==> config.mk <==
export PLATFORM = sky130hd
export DESIGN_NAME = apb_reg_slave
export DESIGN_NICKNAME = d
export VERILOG_FILES = /design/src/rtl/apb_reg_slave.sv
export SDC_FILE = /design/constraint.sdc
export NUM_CORES = 1
export LEC_CHECK = 0
export BUFFER_PORTS_ARGS = -buffer_cell sky130_fd_sc_hd__buf_2
export CORE_ASPECT_RATIO = 0.6
export CORE_MARGIN = 2
export CORE_UTILIZATION = 30
export CTS_BUF_LIST = sky130_fd_sc_hd__clkbuf_8
export CTS_CLUSTER_SIZE = 28
export DETAILED_ROUTE_END_ITERATION = 12
export PLACE_DENSITY = 0.61
export SETUP_SLACK_MARGIN = 0.05
export SKIP_LAST_GASP = 1
export SYNTH_ARGS = -nofsm -noshare
export SYNTH_HDL_FRONTEND = slang
export SYNTH_SLANG_ARGS = --single-unit
==> constraint.sdc <==
create_clock -name pclk -period 2.4 [get_ports pclk]
set_clock_uncertainty 0.1 [all_clocks]
set_input_delay 0 -clock pclk [delete_from_list [all_inputs] [get_ports pclk]]
set_output_delay 0 -clock pclk [all_outputs]
set_load 0.02 [all_outputs]
==> src/rtl/apb_reg_slave.sv <==
// APB slave with a bank of 32-bit read/write registers, programmable wait states
// and pslverr on misaligned or out-of-range addresses.
module apb_reg_slave #(
  parameter int ADDR_W      = 32,
  parameter int DATA_W      = 32,
  parameter int NUM_REGS    = 4,
  parameter int WAIT_STATES = 1
) (
  input  logic                       pclk,
  input  logic                       presetn,
  input  logic [ADDR_W-1:0]          paddr,
  input  logic                       psel,
  input  logic                       penable,
  input  logic                       pwrite,
  input  logic [DATA_W-1:0]          pwdata,
  output logic [DATA_W-1:0]          prdata,
  output logic                       pready,
  output logic                       pslverr,
  output logic [NUM_REGS*DATA_W-1:0] regs_o
);

  localparam int IDX_W = (NUM_REGS > 1) ? $clog2(NUM_REGS) : 1;

  typedef enum logic [1:0] {IDLE, WAIT, DONE} state_t;

  state_t            state;
  logic [ADDR_W-1:0] addr_q;
  logic              write_q;
  logic [DATA_W-1:0] wdata_q;
  logic [3:0]        cnt;
  logic [DATA_W-1:0] regs [NUM_REGS];
  logic              take_setup;

  function automatic logic addr_ok(input logic [ADDR_W-1:0] a);
    return (a[1:0] == 2'b00) && (a < ADDR_W'(4 * NUM_REGS));
  endfunction

  function automatic logic [IDX_W-1:0] addr_idx(input logic [ADDR_W-1:0] a);
    return a[IDX_W+1:2];
  endfunction

  // A setup phase seen in DONE is a back-to-back transfer and is treated as from IDLE.
  always_comb take_setup = psel && !penable && (state != WAIT);

  always_ff @(posedge pclk or negedge presetn) begin
    if (!presetn) begin
      state   <= IDLE;
      addr_q  <= '0;
      write_q <= 1'b0;
      wdata_q <= '0;
      cnt     <= '0;
      prdata  <= '0;
      pready  <= 1'b0;
      pslverr <= 1'b0;
      for (int unsigned i = 0; i < NUM_REGS; i++) regs[i] <= '0;
    end else if (take_setup) begin
      addr_q  <= paddr;
      write_q <= pwrite;
      wdata_q <= pwdata;
      cnt     <= 4'(WAIT_STATES);
      state   <= WAIT;
      // Zero-wait transfers must complete in A1, so the response is built from the live bus.
      if (WAIT_STATES == 0) begin
        pready  <= 1'b1;
        pslverr <= !addr_ok(paddr);
        prdata  <= (!pwrite && addr_ok(paddr)) ? regs[addr_idx(paddr)] : '0;
      end else begin
        pready  <= 1'b0;
        pslverr <= 1'b0;
        prdata  <= '0;
      end
    end else begin
      case (state)
        WAIT: begin
          if (!psel) begin
            state   <= IDLE;
            pready  <= 1'b0;
            pslverr <= 1'b0;
            prdata  <= '0;
          end else if (penable) begin
            if (pready) begin
              if (write_q && addr_ok(addr_q)) regs[addr_idx(addr_q)] <= wdata_q;
              state   <= DONE;
              pready  <= 1'b0;
              pslverr <= 1'b0;
              prdata  <= '0;
            end else begin
              cnt <= cnt - 4'd1;
              if (cnt == 4'd1) begin
                pready  <= 1'b1;
                pslverr <= !addr_ok(addr_q);
                prdata  <= (!write_q && addr_ok(addr_q)) ? regs[addr_idx(addr_q)] : '0;
              end
            end
          end
        end
        DONE: begin
          if (!penable) state <= IDLE;
        end
        default: state <= IDLE;
      endcase
    end
  end

  for (genvar g = 0; g < NUM_REGS; g++) begin : g_export
    assign regs_o[g*DATA_W +: DATA_W] = regs[g];
  end

endmodule
==> results.tsv, run 1 <==
metric	value	unit
Top cell by count, worst path	buf_6	
status	finished clean	
HPWL Detailed	18700	um
Seq cells post-synth	233	
gr usage total	15.9	%
max-cap violation count	0	
CTS tree	built	
CTS Buf Count	40	
iteration-0 DRC count of the detailed router	298	
Post-DP Area	12200	um^2
area of the multi-input gates	4170	um^2
multiplexer share of the synthesized area	30.4	%
Reg area	5840	um^2
most common cell after layout, fill and taps aside	dfrtp_1	
HP Class	input port to flop	
Fillers	3214	
xor/xnor cell area share of the yosys netlist	0.0852	%
IO Pins	231	
Cells after Synth	654	
CP peak stage delay	370	ps
wire per inst	19.5	um
die width	243	um
kind of critical path	flop to flop	
Mean Syn Cell Area	15.7	um^2
Post-Synth Adder-Cell Area	0.609	%
RSZ-0062 raised after global routing	true	
Worst Path Max Fanout	6	
share of layout cells above drive strength 1	58.5	%
most frequent cells in the layout	dfrtp_1 (231), buf_2 (229), mux2_2 (112)	
RD Place Congestion	0.783	
core area	33700	um^2
area delta synth->final	36.0	%
Post-Synth Simple-Gate Area	4.77	%
Min Clock Period, post-route	2380	ps
ant diodes	0	
distinct cell type count after synthesis	39	
syn_nets	728	
cell row count	52	
vias	6773	
# port buffers	230	
clk slew on worst S/H paths	60	ps
final hold vios	0	
Core Util, Final	41.5	%
period utilization	99.2	%
Detailed Route WL	29100	um
Peak VDD IR	0.494	mV
DRC viols	0	
Power Dens Cells	782	nW/um^2
post-synthesis compound-gate area fraction	3.45	%
Design Area, Final	14000	um^2
number of iterations in the first detailed-routing pass	4	
clk buf depth	3	
worst-skew pair later-pin latency	540	ps
vias in the first global route	7134	
largest net degree at the start of global routing	71	
Hold WS	120	ps
critical path, cell by cell	nand2b_4 > ha_4 > buf_6 > nor2b_4 > nand4_1 > nor4_4 > buf_6 > clkbuf_16 > mux2_4	
CP Data Arrival Time	2710	ps
Die H	147	um
endpoints failing setup	0	
mapped cell area	10300	um^2
Net count, final	1080	
Root Driver	clkbuf_8	
crit path launch type	flop	
Static Leak	6.88	nW
Initial Utilization	30.5	%
slowest CP cell	dfrtp_1	
Die ar.	35800	um^2
worst slew pin tran	604	ps
YS warnings	0	
CP required	2730	ps
gr ovfl total	0	
initial antenna violation count	0	
Setup TNS	0	ps
largest family of logic cells by synthesized area	multiplexers	
clock sinks	233	
post-route ant nets	0	
first-pass GRT wire length	43600	um
Crit. End Element	flop	
Max Slew Vio Count	0	
relative slew slack	59.7	%
register area share after synthesis	56.7	%
H-tree lvl count	2	
DR vias/cell	4.54	
fmax	420	MHz
## cells in the mapped netlist
cell | n | area share (%)
dfrtp_1 | 233 | 57
mux2_2 | 133 | 15
mux2_4 | 60 | 8.8
nand2_1 | 40 | 1.5
inv_1 | 38 | 1.4
mux4_2 | 32 | 7.0
o21ai_2 | 30 | 2.6
clkbuf_1 | 16 | 0.58
buf_6 | 9 | 0.99
nor4_2 | 7 | 0.85
o21ai_0 | 7 | 0.34
buf_8 | 6 | 0.88
ha_1 | 5 | 0.61
nor2_1 | 4 | 0.15
nor4_4 | 4 | 0.83
buf_2 | 3 | 0.15
nor2b_1 | 3 | 0.18
a21oi_1 | 2 | 0.097
or3_1 | 2 | 0.12
a21boi_0 | 1 | 0.073
a22oi_1 | 1 | 0.073
and4b_1 | 1 | 0.097
nand2b_1 | 1 | 0.061
nand3_1 | 1 | 0.049
nand4_1 | 1 | 0.061
nand4_2 | 1 | 0.12
nand4_4 | 1 | 0.21
nand4b_1 | 1 | 0.085
nor3_1 | 1 | 0.049
nor3b_1 | 1 | 0.073
nor4bb_1 | 1 | 0.097
o21ai_1 | 1 | 0.049
o221ai_1 | 1 | 0.085
o31ai_1 | 1 | 0.073
o32a_1 | 1 | 0.097
or2_0 | 1 | 0.061
or3b_4 | 1 | 0.11
or4_4 | 1 | 0.11
xor2_1 | 1 | 0.085
## logic make-up after synthesis
kind of cell	Yosys count
simple gates	73
compound gates	45
fa+ha+maj	5
flops	233
buf+inv	72
xor+xnor	1
mux	225
## final cells by class
| type | instances | share of cell area, % |
|---|---|---|
| multi-input combinational | 349 | 29.8 |
| clock inverter | 20 | 0.788 |
| sequential | 233 | 41.8 |
| clock buffer | 49 | 4.83 |
| timing repair buffer | 344 | 17.6 |
| inverter | 38 | 1.02 |
| tap | 459 | 4.11 |
## state kept, by name, indices dropped and copies added, names as in the netlist
| register | count |
|---|---|
| state | 2 |
| regs_o | 128 |
| addr_q | 32 |
| cnt | 4 |
| pready | 1 |
| pslverr | 1 |
| wdata_q | 32 |
| write_q | 1 |
| prdata | 32 |
## per-stage QoR
stage	setup WS [ps]	instances	power (W)
finish	19.8	1492	0.0109
global route	-81.3	1492	0.0116
CTS	-15.3	1485	0.0110
detailed placement	-48.6	1344	0.00729
global placement	-9.14	1344	0.00723
floorplan	-37.3	654	0.00645
## repair_timing
item / 4_1_cts / 5_1_grt
gates cloned: 1 / 5
gates resized for setup: 5 / 40
setup endpoints to repair: 69 / 160
pin swaps: 1 / 8
setup buffers: 2 / 2
hold buffers: 69 / 0
endpoints found under the hold margin: 306 / 0
## final timing paths
check / to / depth (start not counted) / start / slack, ps
worst max-delay path: regs_o[62] / 9 / state[1] / 20
worst min-delay path: addr_q[0] / 3 / paddr[0] / 120
worst max register to register: regs_o[62] / 9 / state[1] / 20
worst min register to register: prdata[13] / 2 / prdata[13] / 370
max in group asynchronous: regs_o[18] / 4 / presetn / 950
min in group asynchronous: regs_o[57] / 3 / presetn / 460
## power breakdown
| part | switching (W) | internal, W |
|---|---|---|
| combinational | 0.00100 | 0.00107 |
| clock | 0.00165 | 0.00194 |
| sequential | 0.000709 | 0.00456 |
| total | 0.00336 | 0.00756 |
## critical path: cells and delay by family, from the launching register on
family / cells / cell delay, ps
simple gates: 4 / 850
mux: 1 / 300
buf+inv: 3 / 490
fa+ha+maj: 1 / 160
flops: 1 / 370
## per-layer routing
metal / share of wire, % / track usage (%) / up-vias
met3: 5.9 / 4.29 / 38
met5: 0 / 0 / -
met4: 1.5 / 3.87 / 0
met1: 49 / 22.8 / 3495
met2: 44 / 24.0 / 192
li1: - / - / 3048
Power figures use the tool's default switching activity.
==> run 2: changes to the inputs <==
--- a/config.mk
+++ b/config.mk
@@ -13,7 +13,6 @@
 export CTS_CLUSTER_SIZE = 28
 export DETAILED_ROUTE_END_ITERATION = 12
 export PLACE_DENSITY = 0.61
-export SETUP_SLACK_MARGIN = 0.05
 export SKIP_LAST_GASP = 1
 export SYNTH_ARGS = -nofsm -noshare
 export SYNTH_HDL_FRONTEND = slang
==> results.tsv, run 2 (same netlist as run 1, synthesis figures left out) <==
metric	value	unit	change
core area	33700	um^2	unchanged
clk slew on worst S/H paths	60	ps	about the same
FF-to-FF path depth	11		+2
Hold WS	117	ps	-2.52 ps
share of layout cells above drive strength 1	58.6	%	+0.080 points
Peak VDD IR	0.494	mV	about the same
number of iterations in the first detailed-routing pass	4		unchanged
WHS Path Cells	3		unchanged
Detailed Route WL	29200	um	+0.51%
Post-DP Area	12200	um^2	unchanged
clock sinks	233		unchanged
CP peak stage delay	370	ps	about the same
Initial Utilization	30.5	%	unchanged
RD Place Congestion	0.783		unchanged
DRC viols	0		unchanged
CTS tree	built		
most common cell after layout, fill and taps aside	dfrtp_1		
gr usage total	15.9	%	unchanged
final non-filler cell total	1494		+0.13%
WP buf/inv	5		+2
HP Class	input port to flop		
Core Util, Final	41.5	%	about the same
max reg flops	128		unchanged
CTS Buf Count	40		unchanged
area delta synth->final	36.0	%	about the same
iteration-0 DRC count of the detailed router	318		+6.7%
max-cap violation count	0		unchanged
largest net degree at the start of global routing	71		unchanged
area of the multi-input gates	4160	um^2	-0.24%
slowest CP cell	dfrtp_1		
kind of critical path	flop to flop		
vias in the first global route	7138		+0.056%
CP top delay family	buffers and inverters		
endpoints failing setup	0		unchanged
met2 usage	23.9	%	-0.086 points
critical path, cell by cell	nand2b_4 > ha_4 > buf_6 > nor2b_4 > nand4b_1 > buf_4 > nor4_4 > buf_6 > buf_12 > buf_12 > mux2_4		
worst-skew pair later-pin latency	540	ps	about the same
Die H	147	um	unchanged
CP Data Arrival Time	2680	ps	-30 ps
Net count, final	1082		+0.19%
Root Driver	clkbuf_8		
WHS Endpoint	addr_q[0]		
most frequent cells in the layout	dfrtp_1 (231), buf_2 (229), mux2_2 (110)		
Static Leak	6.88	nW	about the same
wire per inst	19.6	um	+0.37%
first-pass GRT wire length	43600	um	about the same
worst hold start	paddr[0]		
met1 Use GR	22.8	%	unchanged
post-route ant nets	0		unchanged
fmax	422	MHz	+0.55%
R2R setup slack	30	ps	about the same
initial antenna violation count	0		unchanged
crit path launch type	flop		
RSZ-0062 raised after global routing	true		
HPWL Detailed	18700	um	unchanged
DR vias/cell	4.51		-0.59%
gr ovfl total	0		unchanged
Worst Path Max Fanout	7		+1
Power Dens Cells	781	nW/um^2	-0.21%
Fillers	3223		+0.28%
worst slew pin tran	598	ps	-6.54 ps
Cells after DPL	1344		unchanged
Max Slew Vio Count	0		unchanged
met3 GRT Util	4.29	%	unchanged
ant diodes	0		unchanged
global route hottest layer	met2		
cell row count	52		unchanged
relative slew slack	60.1	%	+0.44 points
reg-to-reg startpoint	state[1]		
Crit. End Element	flop		
final hold vios	0		unchanged
Min Clock Period, post-route	2370	ps	-13.0 ps
H-tree lvl count	2		unchanged
Design Area, Final	14000	um^2	about the same
Die ar.	35800	um^2	unchanged
status	finished clean		
clk buf depth	3		unchanged
Reg area	5840	um^2	unchanged
# port buffers	230		unchanged
r2r endpoint	regs_o[95]		
die width	243	um	unchanged
period utilization	98.6	%	-0.54 points
CP required	2710	ps	-20 ps
vias	6742		-0.46%
IO Pins	231		unchanged
==> run 2: power breakdown <==
group	total (W)	switching (W)	internal [W]
Clock	0.00359	0.00165	0.00194
Sequential	0.00524	0.000685	0.00456
Combinational	0.00207	0.00101	0.00106
Total	0.0109	0.00335	0.00756
==> run 2: cell type report <==
cell class	instances	share of cell area (%)
flip-flops and latches	233	41.8
inverters	38	1.02
clock inverters	20	0.788
clock buffers	49	4.83
well taps	459	4.11
multi-input cells	349	29.8
repair buffers	346	17.7
==> run 2: layer usage <==
layer / up-vias / routed length, um
met5: - / 0
met4: 0 / 450
met3: 40 / 1690
met2: 182 / 12800
met1: 3462 / 14300
li1: 3058 / -
==> run 2: how the worst max path moves through the flow <==
stage / startpoint / endpoint / slack, ps / depth (start not counted)
floorplan: state[1] / regs_o[10] / -40 / 8
global placement: state[1] / regs_o[78] / -9 / 9
detailed placement: state[0] / cnt[3] / -50 / 6
CTS: state[1] / regs_o[79] / -20 / 9
global route: state[1] / regs_o[65] / -70 / 11
finish: state[1] / regs_o[95] / 30 / 11
==> run 2: stage by stage <==
stage	worst slack, ps	total power (W)	TNS, ps
2_1_floorplan	-37.3	0.00645	-1120
3_3_place_gp	-9.14	0.00723	-124
3_5_place_dp	-48.6	0.00729	-669
4_1_cts	-21.9	0.0110	-93.9
5_1_grt	-66.0	0.0115	-1950
6_report	32.8	0.0109	0
==> run 2: timing repair <==
action                                  CTS  global route
gates cloned                              1             5
hold buffers                             69             0
buffers inserted                          2             4
endpoints found under the setup margin   21           115
pin swaps                                 1             2
gates resized for setup                   2            44
hold endpoints to repair                306             0
==> run 2: tightest hold or removal path, cell delays in order <==
cell and delay (ps):
dlygate4sd3_1 510, buf_2 90, mux2_2 130
==> run 3: changes to the inputs <==
--- a/config.mk
+++ b/config.mk
@@ -12,8 +12,7 @@
 export CTS_BUF_LIST = sky130_fd_sc_hd__clkbuf_8
 export CTS_CLUSTER_SIZE = 28
 export DETAILED_ROUTE_END_ITERATION = 12
-export PLACE_DENSITY = 0.61
-export SKIP_LAST_GASP = 1
+export PLACE_DENSITY = 0.63
 export SYNTH_ARGS = -nofsm -noshare
 export SYNTH_HDL_FRONTEND = slang
 export SYNTH_SLANG_ARGS = --single-unit
==> results.tsv, run 3 (same netlist as run 1, synthesis figures left out) <==
metric	value	unit	change
status	finished clean		
cell row count	52		unchanged
Power Dens Cells	772	nW/um^2	-1.1%
FF-to-FF path depth	9		-2
iteration-0 DRC count of the detailed router	310		-2.5%
Core Util, Final	41.6	%	+0.12 points
endpoints failing setup	0		unchanged
DRC viols	0		unchanged
CTS Buf Count	39		-2.5%
Static Leak	6.88	nW	about the same
worst-skew pair later-pin latency	560	ps	+20 ps
share of layout cells above drive strength 1	59.0	%	+0.48 points
H-tree lvl count	2		unchanged
RD Place Congestion	0.770		-1.7%
Min Clock Period, post-route	2370	ps	+5.85 ps
fmax	421	MHz	-0.25%
critical path, cell by cell	nand2b_4 > ha_4 > nor2b_4 > nand4b_1 > buf_4 > nor4_4 > buf_6 > clkbuf_16 > mux2_4		
vias	6781		+0.58%
Total Power	0.0108	W	-0.86%
Root Driver	clkbuf_8		
max-cap violation count	0		unchanged
HPWL Detailed	19100	um	+2.1%
clk slew on worst S/H paths	60	ps	about the same
Crit. End Element	flop		
max reg flops	128		unchanged
clock sinks	233		unchanged
Detailed Route WL	30000	um	+2.6%
Initial Utilization	30.5	%	unchanged
crit path launch type	flop		
initial antenna violation count	1		+1
period utilization	98.9	%	+0.24 points
Max Slew Vio Count	0		unchanged
kind of critical path	flop to flop		
WHS Path Cells	3		unchanged
first-pass GRT wire length	44400	um	+1.8%
CP Data Arrival Time	2700	ps	+20 ps
Reg area	5830	um^2	about the same
gr ovfl total	0		unchanged
most frequent cells in the layout	dfrtp_1 (231), buf_2 (229), mux2_2 (118)		
pre-CTS WS	-31.2	ps	+17.4 ps
clk buf depth	3		unchanged
post-route ant nets	0		unchanged
# port buffers	230		unchanged
number of iterations in the first detailed-routing pass	4		unchanged
HP Class	input port to flop		
Peak VDD IR	0.506	mV	+2.4%
DR vias/cell	4.54		+0.51%
RSZ-0062 raised after global routing	true		
gr usage total	16.3	%	+0.39 points
CP peak stage delay	380	ps	about the same
Fillers	3226		+0.093%
vias in the first global route	7251		+1.6%
Worst Path Max Fanout	7		unchanged
Die H	147	um	unchanged
Hold WS	116	ps	-0.782 ps
IO Pins	231		unchanged
area delta synth->final	36.3	%	
core area	33700	um^2	unchanged
most common cell after layout, fill and taps aside	dfrtp_1		
wire per inst	20.1	um	+2.5%
Die ar.	35800	um^2	unchanged
final hold vios	0		unchanged
largest net degree at the start of global routing	68		-4.2%
die width	243	um	unchanged
Net count, final	1085		+0.28%
slowest CP cell	dfrtp_1		
worst slew pin tran	561	ps	-36.4 ps
CTS tree	built		
relative slew slack	62.6	%	+2.4 points
Final Worst Setup Slack	26.9	ps	-5.85 ps
area of the multi-input gates	4150	um^2	-0.21%
CP required	2730	ps	+20 ps
[run 3: worst paths after layout]
kind / from / endpoint / slack (ps)
hold reg to reg: prdata[26] / prdata[26] / 370
hold / removal: pwdata[29] / wdata_q[29] / 120
max in group asynchronous: presetn / regs_o[104] / 980
setup reg to reg: state[1] / regs_o[74] / 30
setup / recovery: state[1] / regs_o[74] / 30
min in group asynchronous: presetn / regs_o[56] / 420
[run 3: where the power goes]
group	switching [W]	internal, W
Sequential	0.000682	0.00455
Combinational	0.00105	0.00107
Clock	0.00161	0.00184
Total	0.00335	0.00746
[run 3: stage by stage]
stage | instances | TNS (ps) | instance area [um^2]
finish | 1495 | 0 | 14000
global route | 1495 | -3480 | 14000
CTS | 1482 | 0 | 13700
detailed placement | 1343 | -164 | 12200
global placement | 1343 | -54.9 | 12200
floorplan | 654 | -1120 | 10300
[run 3: repair_timing]
item                                   4_1_cts  5_1_grt
hold buffers                                69        0
setup endpoints to repair                   22      128
endpoints found under the hold margin      306        0
resized for setup                            2       48
pin swaps                                    2        6
cloned                                       1        7
setup buffers                                4        5
[run 3: layer usage]
| metal | track usage (%) | up-vias | share of wire [%] |
|---|---|---|---|
| met3 | 5.35 | 48 | 7.0 |
| met1 | 22.6 | 3492 | 47 |
| met2 | 24.6 | 178 | 43 |
| li1 | - | 3063 | - |
| met5 | 0 | - | 0 |
| met4 | 4.39 | 0 | 2.5 |
[run 3: area by class of cell]
| cell class | instances | share of cell area, % |
|---|---|---|
| Antenna cell | 1 | 0.0179 |
| Clock buffer | 46 | 4.52 |
| Clock inverter | 19 | 0.804 |
| Inverter | 38 | 1.02 |
| Multi-Input combinational cell | 349 | 29.6 |
| Sequential cell | 233 | 41.6 |
| Tap cell | 459 | 4.10 |
| Timing Repair Buffer | 350 | 18.3 |
[run 3: critical path: cells and delay by family (launching register included)]
family	cells	cell delay (ps)
muxes	1	310
and+or+nand+nor	4	740
buffers and inverters	3	560
DFF	1	380
adders and majority gates	1	170
